===== src/rtl/aes256_pkg.sv =====
// Shared types, constants and GF(2^8) helper for the AES MixColumns engine.
package aes256_pkg;

   localparam logic MODE_ENC = 1'b0;
   localparam logic MODE_DEC = 1'b1;
   localparam logic [7:0] GF_POLY = 8'h1B;

   typedef logic [127:0] state_t;
   typedef logic [31:0]  col_t;
   typedef logic [7:0]   byte_t;

   typedef enum logic [1:0] {IDLE = 2'd0, CALC = 2'd1, DONE = 2'd2} fsm_e;

   // Multiply by x modulo x^8+x^4+x^3+x+1.
   function automatic byte_t xtime(input byte_t b);
      return {b[6:0], 1'b0} ^ (b[7] ? GF_POLY : 8'h00);
   endfunction

endpackage


===== src/rtl/aes256_mixcolumns_seq_if.sv =====
// Handshake bus between the MixColumns engine and its producer/consumer.
interface aes256_mixcolumns_seq_if;
   import aes256_pkg::*;

   logic   valid_i;
   logic   ready_o;
   logic   mode_i;
   state_t state_i;
   logic   valid_o;
   logic   ready_i;
   state_t state_o;
   logic   busy_o;

   modport slave  (input  valid_i, mode_i, state_i, ready_i,
                   output ready_o, valid_o, state_o, busy_o);
   modport master (output valid_i, mode_i, state_i, ready_i,
                   input  ready_o, valid_o, state_o, busy_o);
endinterface


===== src/rtl/aes256_mixcolumn_col.sv =====
// Single-column MixColumns / InvMixColumns, purely combinational.
module aes256_mixcolumn_col
   import aes256_pkg::*;
(
   input  logic mode_i,
   input  col_t col_i,
   output col_t col_o
);

   byte_t w_a  [4];
   byte_t w_x2 [4];
   byte_t w_x4 [4];
   byte_t w_x8 [4];
   byte_t w_p0 [4];   // coefficient on own byte: 02 / 0E
   byte_t w_p1 [4];   // next byte: 03 / 0B
   byte_t w_p2 [4];   // byte +2: 01 / 0D
   byte_t w_p3 [4];   // byte +3: 01 / 09

   // Build per-byte multiples, then sum the rotated matrix row per output byte.
   always_comb begin
      col_o = '0;
      for (int i = 0; i < 4; i++) begin
         w_a[i]  = col_i[31-8*i -: 8];
         w_x2[i] = xtime(w_a[i]);
         w_x4[i] = xtime(w_x2[i]);
         w_x8[i] = xtime(w_x4[i]);
         if (mode_i == MODE_ENC) begin
            w_p0[i] = w_x2[i];
            w_p1[i] = w_x2[i] ^ w_a[i];
            w_p2[i] = w_a[i];
            w_p3[i] = w_a[i];
         end else begin
            w_p0[i] = w_x8[i] ^ w_x4[i] ^ w_x2[i];
            w_p1[i] = w_x8[i] ^ w_x2[i] ^ w_a[i];
            w_p2[i] = w_x8[i] ^ w_x4[i] ^ w_a[i];
            w_p3[i] = w_x8[i] ^ w_a[i];
         end
      end
      for (int i = 0; i < 4; i++) begin
         col_o[31-8*i -: 8] = w_p0[i] ^ w_p1[(i+1)%4] ^ w_p2[(i+2)%4] ^ w_p3[(i+3)%4];
      end
   end

endmodule


===== src/rtl/aes256_mixcolumns_seq.sv =====
// Column-serial MixColumns/InvMixColumns engine with valid/ready on both sides.
module aes256_mixcolumns_seq
   import aes256_pkg::*;
#(
   parameter int COLS_PER_CYCLE = 1
) (
   input  logic                     clk_i,
   input  logic                     rst_ni,
   aes256_mixcolumns_seq_if.slave   bus
);

   localparam int         NCYC = 4 / COLS_PER_CYCLE;
   localparam logic [1:0] LAST = 2'(NCYC - 1);

   if (!(COLS_PER_CYCLE == 1 || COLS_PER_CYCLE == 2 || COLS_PER_CYCLE == 4)) begin : g_bad_param
      $error("aes256_mixcolumns_seq: COLS_PER_CYCLE must be 1, 2 or 4");
   end

   fsm_e       r_fsm;
   logic [1:0] r_cnt;
   logic       r_mode;
   state_t     r_in;
   col_t       r_res [4];

   col_t       w_in_col [4];
   col_t       w_cin    [COLS_PER_CYCLE];
   col_t       w_cout   [COLS_PER_CYCLE];
   logic [1:0] w_idx    [COLS_PER_CYCLE];

   for (genvar c = 0; c < 4; c++) begin : g_split
      assign w_in_col[c] = r_in[127-32*c -: 32];
   end

   // One mixer lane per column handled in a cycle; lane g works on column cnt*CPC+g.
   for (genvar g = 0; g < COLS_PER_CYCLE; g++) begin : g_lane
      assign w_idx[g] = 2'(int'(r_cnt) * COLS_PER_CYCLE + g);
      assign w_cin[g] = w_in_col[w_idx[g]];
      aes256_mixcolumn_col u_col (
         .mode_i (r_mode),
         .col_i  (w_cin[g]),
         .col_o  (w_cout[g])
      );
   end

   // Control: accept in IDLE, walk the columns in CALC, hold result in DONE.
   always_ff @(posedge clk_i or negedge rst_ni) begin
      if (!rst_ni) begin
         r_fsm  <= IDLE;
         r_cnt  <= '0;
         r_mode <= 1'b0;
         r_in   <= '0;
      end else begin
         case (r_fsm)
            IDLE: if (bus.valid_i) begin
               r_in   <= bus.state_i;
               r_mode <= bus.mode_i;
               r_cnt  <= '0;
               r_fsm  <= CALC;
            end
            CALC: if (r_cnt == LAST) begin
               r_cnt <= '0;
               r_fsm <= DONE;
            end else begin
               r_cnt <= r_cnt + 2'd1;
            end
            DONE: if (bus.ready_i) r_fsm <= IDLE;
            default: r_fsm <= IDLE;
         endcase
      end
   end

   // Datapath: write the columns produced this cycle into the result register.
   always_ff @(posedge clk_i or negedge rst_ni) begin
      if (!rst_ni) begin
         for (int c = 0; c < 4; c++) r_res[c] <= '0;
      end else if (r_fsm == CALC) begin
         for (int g = 0; g < COLS_PER_CYCLE; g++) r_res[w_idx[g]] <= w_cout[g];
      end
   end

   // Outputs come only from registers and the state decode.
   assign bus.ready_o = (r_fsm == IDLE);
   assign bus.valid_o = (r_fsm == DONE);
   assign bus.busy_o  = (r_fsm != IDLE);
   assign bus.state_o = {r_res[0], r_res[1], r_res[2], r_res[3]};

endmodule


===== src/flat_wrapper.sv =====
// flat-port wrapper written by rule: the top's interface ports become plain ports
module aes256_mixcolumns_seq_flat import aes256_pkg::*;
#(
   parameter int COLS_PER_CYCLE = 1
)
  (clk_i, rst_ni, bus_valid_i, bus_mode_i, bus_state_i, bus_ready_i, bus_ready_o, bus_valid_o, bus_state_o, bus_busy_o);
  aes256_mixcolumns_seq_if bus_i ();
  input  logic clk_i;
  input  logic rst_ni;
  input wire logic [$bits(bus_i.valid_i)-1:0] bus_valid_i;
  input wire logic [$bits(bus_i.mode_i)-1:0] bus_mode_i;
  input wire logic [$bits(bus_i.state_i)-1:0] bus_state_i;
  input wire logic [$bits(bus_i.ready_i)-1:0] bus_ready_i;
  output wire logic [$bits(bus_i.ready_o)-1:0] bus_ready_o;
  output wire logic [$bits(bus_i.valid_o)-1:0] bus_valid_o;
  output wire logic [$bits(bus_i.state_o)-1:0] bus_state_o;
  output wire logic [$bits(bus_i.busy_o)-1:0] bus_busy_o;
  assign bus_i.valid_i = bus_valid_i;
  assign bus_i.mode_i = bus_mode_i;
  assign bus_i.state_i = bus_state_i;
  assign bus_i.ready_i = bus_ready_i;
  assign bus_ready_o = bus_i.ready_o;
  assign bus_valid_o = bus_i.valid_o;
  assign bus_state_o = bus_i.state_o;
  assign bus_busy_o = bus_i.busy_o;
  aes256_mixcolumns_seq #(.COLS_PER_CYCLE(COLS_PER_CYCLE)) u_core (.clk_i(clk_i), .rst_ni(rst_ni), .bus(bus_i));
endmodule

===== config.mk =====
export PLATFORM = sky130hd
export DESIGN_NAME = aes256_mixcolumns_seq_flat
export DESIGN_NICKNAME = d
export VERILOG_FILES = /design/src/rtl/aes256_pkg.sv /design/src/rtl/aes256_mixcolumns_seq_if.sv /design/src/rtl/aes256_mixcolumn_col.sv /design/src/rtl/aes256_mixcolumns_seq.sv /design/src/flat_wrapper.sv
export SDC_FILE = /design/constraint.sdc
export NUM_CORES = 1
export LEC_CHECK = 0
export CAP_MARGIN = 30
export CORE_MARGIN = 2
export CORE_UTILIZATION = 52
export CTS_CLUSTER_DIAMETER = 150
export CTS_CLUSTER_SIZE = 10
export DETAILED_ROUTE_END_ITERATION = 8
export PLACE_DENSITY = 0.81
export SKIP_CTS_REPAIR_TIMING = 1
export SLEW_MARGIN = 20
export SYNTH_ARGS = -nofsm -noshare
export SYNTH_HDL_FRONTEND = slang
export SYNTH_SLANG_ARGS = --single-unit

===== constraint.sdc =====
create_clock -name clk_i -period 3.8 [get_ports clk_i]
set_input_delay 1.14 -clock clk_i [delete_from_list [all_inputs] [get_ports clk_i]]
set_output_delay 1.14 -clock clk_i [all_outputs]
set_load 0.005 [all_outputs]

==> parameters.txt <==
Parameter                              Value

Clock tree
  Num Clock Sinks    261
  Clk pin slew, worst setup/hold paths    60 ps
  TritonCTS clock tree    yes
  Worst-Skew Late Latency    550 ps
  Root buf cell    sky130_fd_sc_hd__clkbuf_16
  H-tree lvl count    1
  CTS max path bufs    3
  Num CTS Buffers    30

Die
  Initial standard-cell utilization of the core    52.7%
  Standard-cell row count    57
  Die Y-Extent    161 um
  Die Footprint    0.0258 mm2
  Horizontal die dimension    161 um
  Top-Level Pins    264
  Floorplan core area    0.0242 mm2

Final layout
  Layout cell share with drive strength beyond 1    21.5%
  Commonest cells after routing, fill and taps aside    sky130_fd_sc_hd__clkdlybuf4s50_1 (262), sky130_fd_sc_hd__dfrtp_1 (260), sky130_fd_sc_hd__nand2_1 (143)
  Final instance area    0.0166 mm2
  Layout overhead on the synthesized area    30.4%
  Most frequent standard cell in the layout excluding fill and tap cells    sky130_fd_sc_hd__clkdlybuf4s50_1
  Fill cell total of the finished layout    1755
  Post-layout nets    1388
  Number of inserted diodes    0

Worst setup path
  Data required time at the worst endpoint    4210 ps
  Nature of the critical path endpoint    flop
  Maximum fanout along the worst path    12
  Arrival time of data at the critical path endpoint    3860 ps
  Startpoint class of the critical path    flop
  Class of the most critical setup path    flop to flop

Yosys
  Post-synthesis sequential element count    261
  Average size of a mapped cell    13.0 um2
  Count of distinct cell types in the synthesized netlist    35
  Top cell type's share of synthesized area    51.3%
  Warning count from the yosys run    0
  Synth Net Count    1114
  Leading area contributor after synthesis    sky130_fd_sc_hd__dfrtp_1
  Post-Synthesis Cells    977
  Syn Std Cell Area    0.0127 mm2
  Sequential fraction of the synthesis area    51.3%
  Area contributors post-synth    sky130_fd_sc_hd__dfrtp_1 (51%), sky130_fd_sc_hd__mux2_2 (11%), sky130_fd_sc_hd__xnor2_1 (7.4%)

Global route
  Vias in the first global route    8650
  Largest net degree at the start of global routing    95
  Total gr overflow    0
  Wire length of the first global-routing pass    49500 um
  Initial antenna violation count    0
  Total routing usage reported by global routing    24.9%

Place
  Worst Setup Slack post-DPL    366 ps
  Gpl congestion    0.980
  Post-placement cell area    0.0158 mm2
  Detailed Place HPWL    24100 um
  PortBufs    263

Route
  Via-per-instance ratio    5.31
  DRT iter0 DRCs    477
  Top Metal Used    met4
  Detailed Route WL    31900 um
  Met1 wire length    14100 um
  Wire length on met2    14900 um
  Met3 Wirelength    2240 um
  Remaining number of nets flagged by the antenna check after routing    0
  First drt pass iteration count    5
  Via count    8368
  DR DRC count    0
  Avg WL per Cell    20.2 um

Timing
  Post-route setup TNS    0 ps
  Shortest period the worst path allows    3450 ps
  Maximum frequency from static timing analysis    0.290 GHz
  Max-slew headroom    38.0%
  Final Hold Violating Endpoints    0
  Fraction of the cycle the final worst path needs    90.7%
  Setup repair after global routing missed its margin    no
  Final setup violation count    0
  Final critical-path setup slack    353 ps
  Fin Clk Skew    10.9 ps
  Total count of max-transition violations in the final report    0
  Transition time at the pin with the least slew margin    927 ps

Status
  Outcome    completed

Min path
  Hold Path Class    flop to flop

Job
  Number of max-cap violations    0
-- critical path: stages (launching register included) --
cell and delay, ps:
sky130_fd_sc_hd__dfrtp_2 600, sky130_fd_sc_hd__buf_4 220, sky130_fd_sc_hd__buf_4 150, sky130_fd_sc_hd__mux4_1 720
sky130_fd_sc_hd__xnor2_4 290, sky130_fd_sc_hd__xnor3_1 300, sky130_fd_sc_hd__xnor3_1 430, sky130_fd_sc_hd__nand2_2 110
sky130_fd_sc_hd__xnor2_2 350, sky130_fd_sc_hd__o21ai_1 130
-- cell families after synthesis --
family	count (synthesis)	share of synthesized area, %
AO/OA/AOI/OAI	133	5.30
XOR/XNOR	188	17.7
adder cells (fa/ha/maj)	4	0.393
buffers and inverters	66	2.91
flip-flops	261	51.3
multiplexers	166	17.6
AND/OR/NAND/NOR	159	4.88
-- cell type report --
cell class / instances / area, um2 / area share [%]
Clock buffer: 33 / 783 / 4.71
Clock inverter: 1 / 8.76 / 0.0527
Inverter: 6 / 22.5 / 0.136
Multi-Input combinational cell: 650 / 5850 / 35.2
Sequential cell: 261 / 6530 / 39.3
Tap cell: 324 / 405 / 2.44
Timing Repair Buffer: 302 / 3010 / 18.1
-- registers in the layout (all words and copies together) (netlist names) --
signal,cells
u_core.r_in,128
u_core.r_cnt,2
u_core.bus.state_o,128
u_core.r_fsm,2
u_core.r_mode,1
-- metrics by stage --
stage,utilization (%),std cells,hold slack (ps)
2_1_floorplan,-,977,455
3_5_place_dp,65.4,1543,470
5_1_grt,68.7,1577,501
6_report,68.7,1577,476
3_3_place_gp,65.4,1542,461
4_1_cts,68.7,1577,482
-- synthesized netlist by cell type --
library cell	number
sky130_fd_sc_hd__and2_4	1
sky130_fd_sc_hd__or2_2	1
sky130_fd_sc_hd__dfrtp_1	261
sky130_fd_sc_hd__buf_4	4
sky130_fd_sc_hd__xor2_1	30
sky130_fd_sc_hd__xor3_1	1
sky130_fd_sc_hd__mux4_1	5
sky130_fd_sc_hd__nor2_1	3
sky130_fd_sc_hd__buf_6	7
sky130_fd_sc_hd__xor2_2	4
sky130_fd_sc_hd__nand2b_1	2
sky130_fd_sc_hd__clkbuf_1	40
sky130_fd_sc_hd__inv_1	6
sky130_fd_sc_hd__nand2_2	3
sky130_fd_sc_hd__nand2_1	147
sky130_fd_sc_hd__mux2i_1	5
sky130_fd_sc_hd__xnor2_4	7
sky130_fd_sc_hd__mux4_2	27
sky130_fd_sc_hd__a22o_1	2
sky130_fd_sc_hd__o21ai_1	59
sky130_fd_sc_hd__xnor2_1	108
sky130_fd_sc_hd__mux2_2	129
sky130_fd_sc_hd__buf_2	5
sky130_fd_sc_hd__buf_12	3
sky130_fd_sc_hd__o21bai_1	1
sky130_fd_sc_hd__and2_1	1
sky130_fd_sc_hd__ha_1	4
sky130_fd_sc_hd__xnor3_1	18
sky130_fd_sc_hd__xnor2_2	16
sky130_fd_sc_hd__xor3_2	1
sky130_fd_sc_hd__a21oi_1	1
sky130_fd_sc_hd__buf_1	1
sky130_fd_sc_hd__xnor3_2	3
sky130_fd_sc_hd__nor2b_1	1
sky130_fd_sc_hd__o21ai_0	70
-- per-layer routing --
metal	track usage [%]	vias up
met5	0	-
met4	5.20	0
met3	4.98	41
met2	40.0	326
li1	-	3864
met1	35.7	4137
-- worst paths after layout --
kind / startpoint / to / slack, ps / depth (start not counted)
max reg2reg: u_core.r_cnt[0] / u_core.bus.state_o[28] / 350 / 9
min: u_core.bus.state_o[90] / u_core.bus.state_o[90] / 480 / 2
max: u_core.r_cnt[0] / u_core.bus.state_o[28] / 350 / 9
min reg2reg: u_core.bus.state_o[90] / u_core.bus.state_o[90] / 480 / 2
min in group asynchronous: rst_ni / u_core.bus.state_o[0] / 510 / 1
max in group asynchronous: rst_ni / u_core.r_in[82] / 2370 / 2
Power is left out: the tool's default activity adds up to more than one toggle a clock period on the data nets, which glitch-free logic cannot reach.
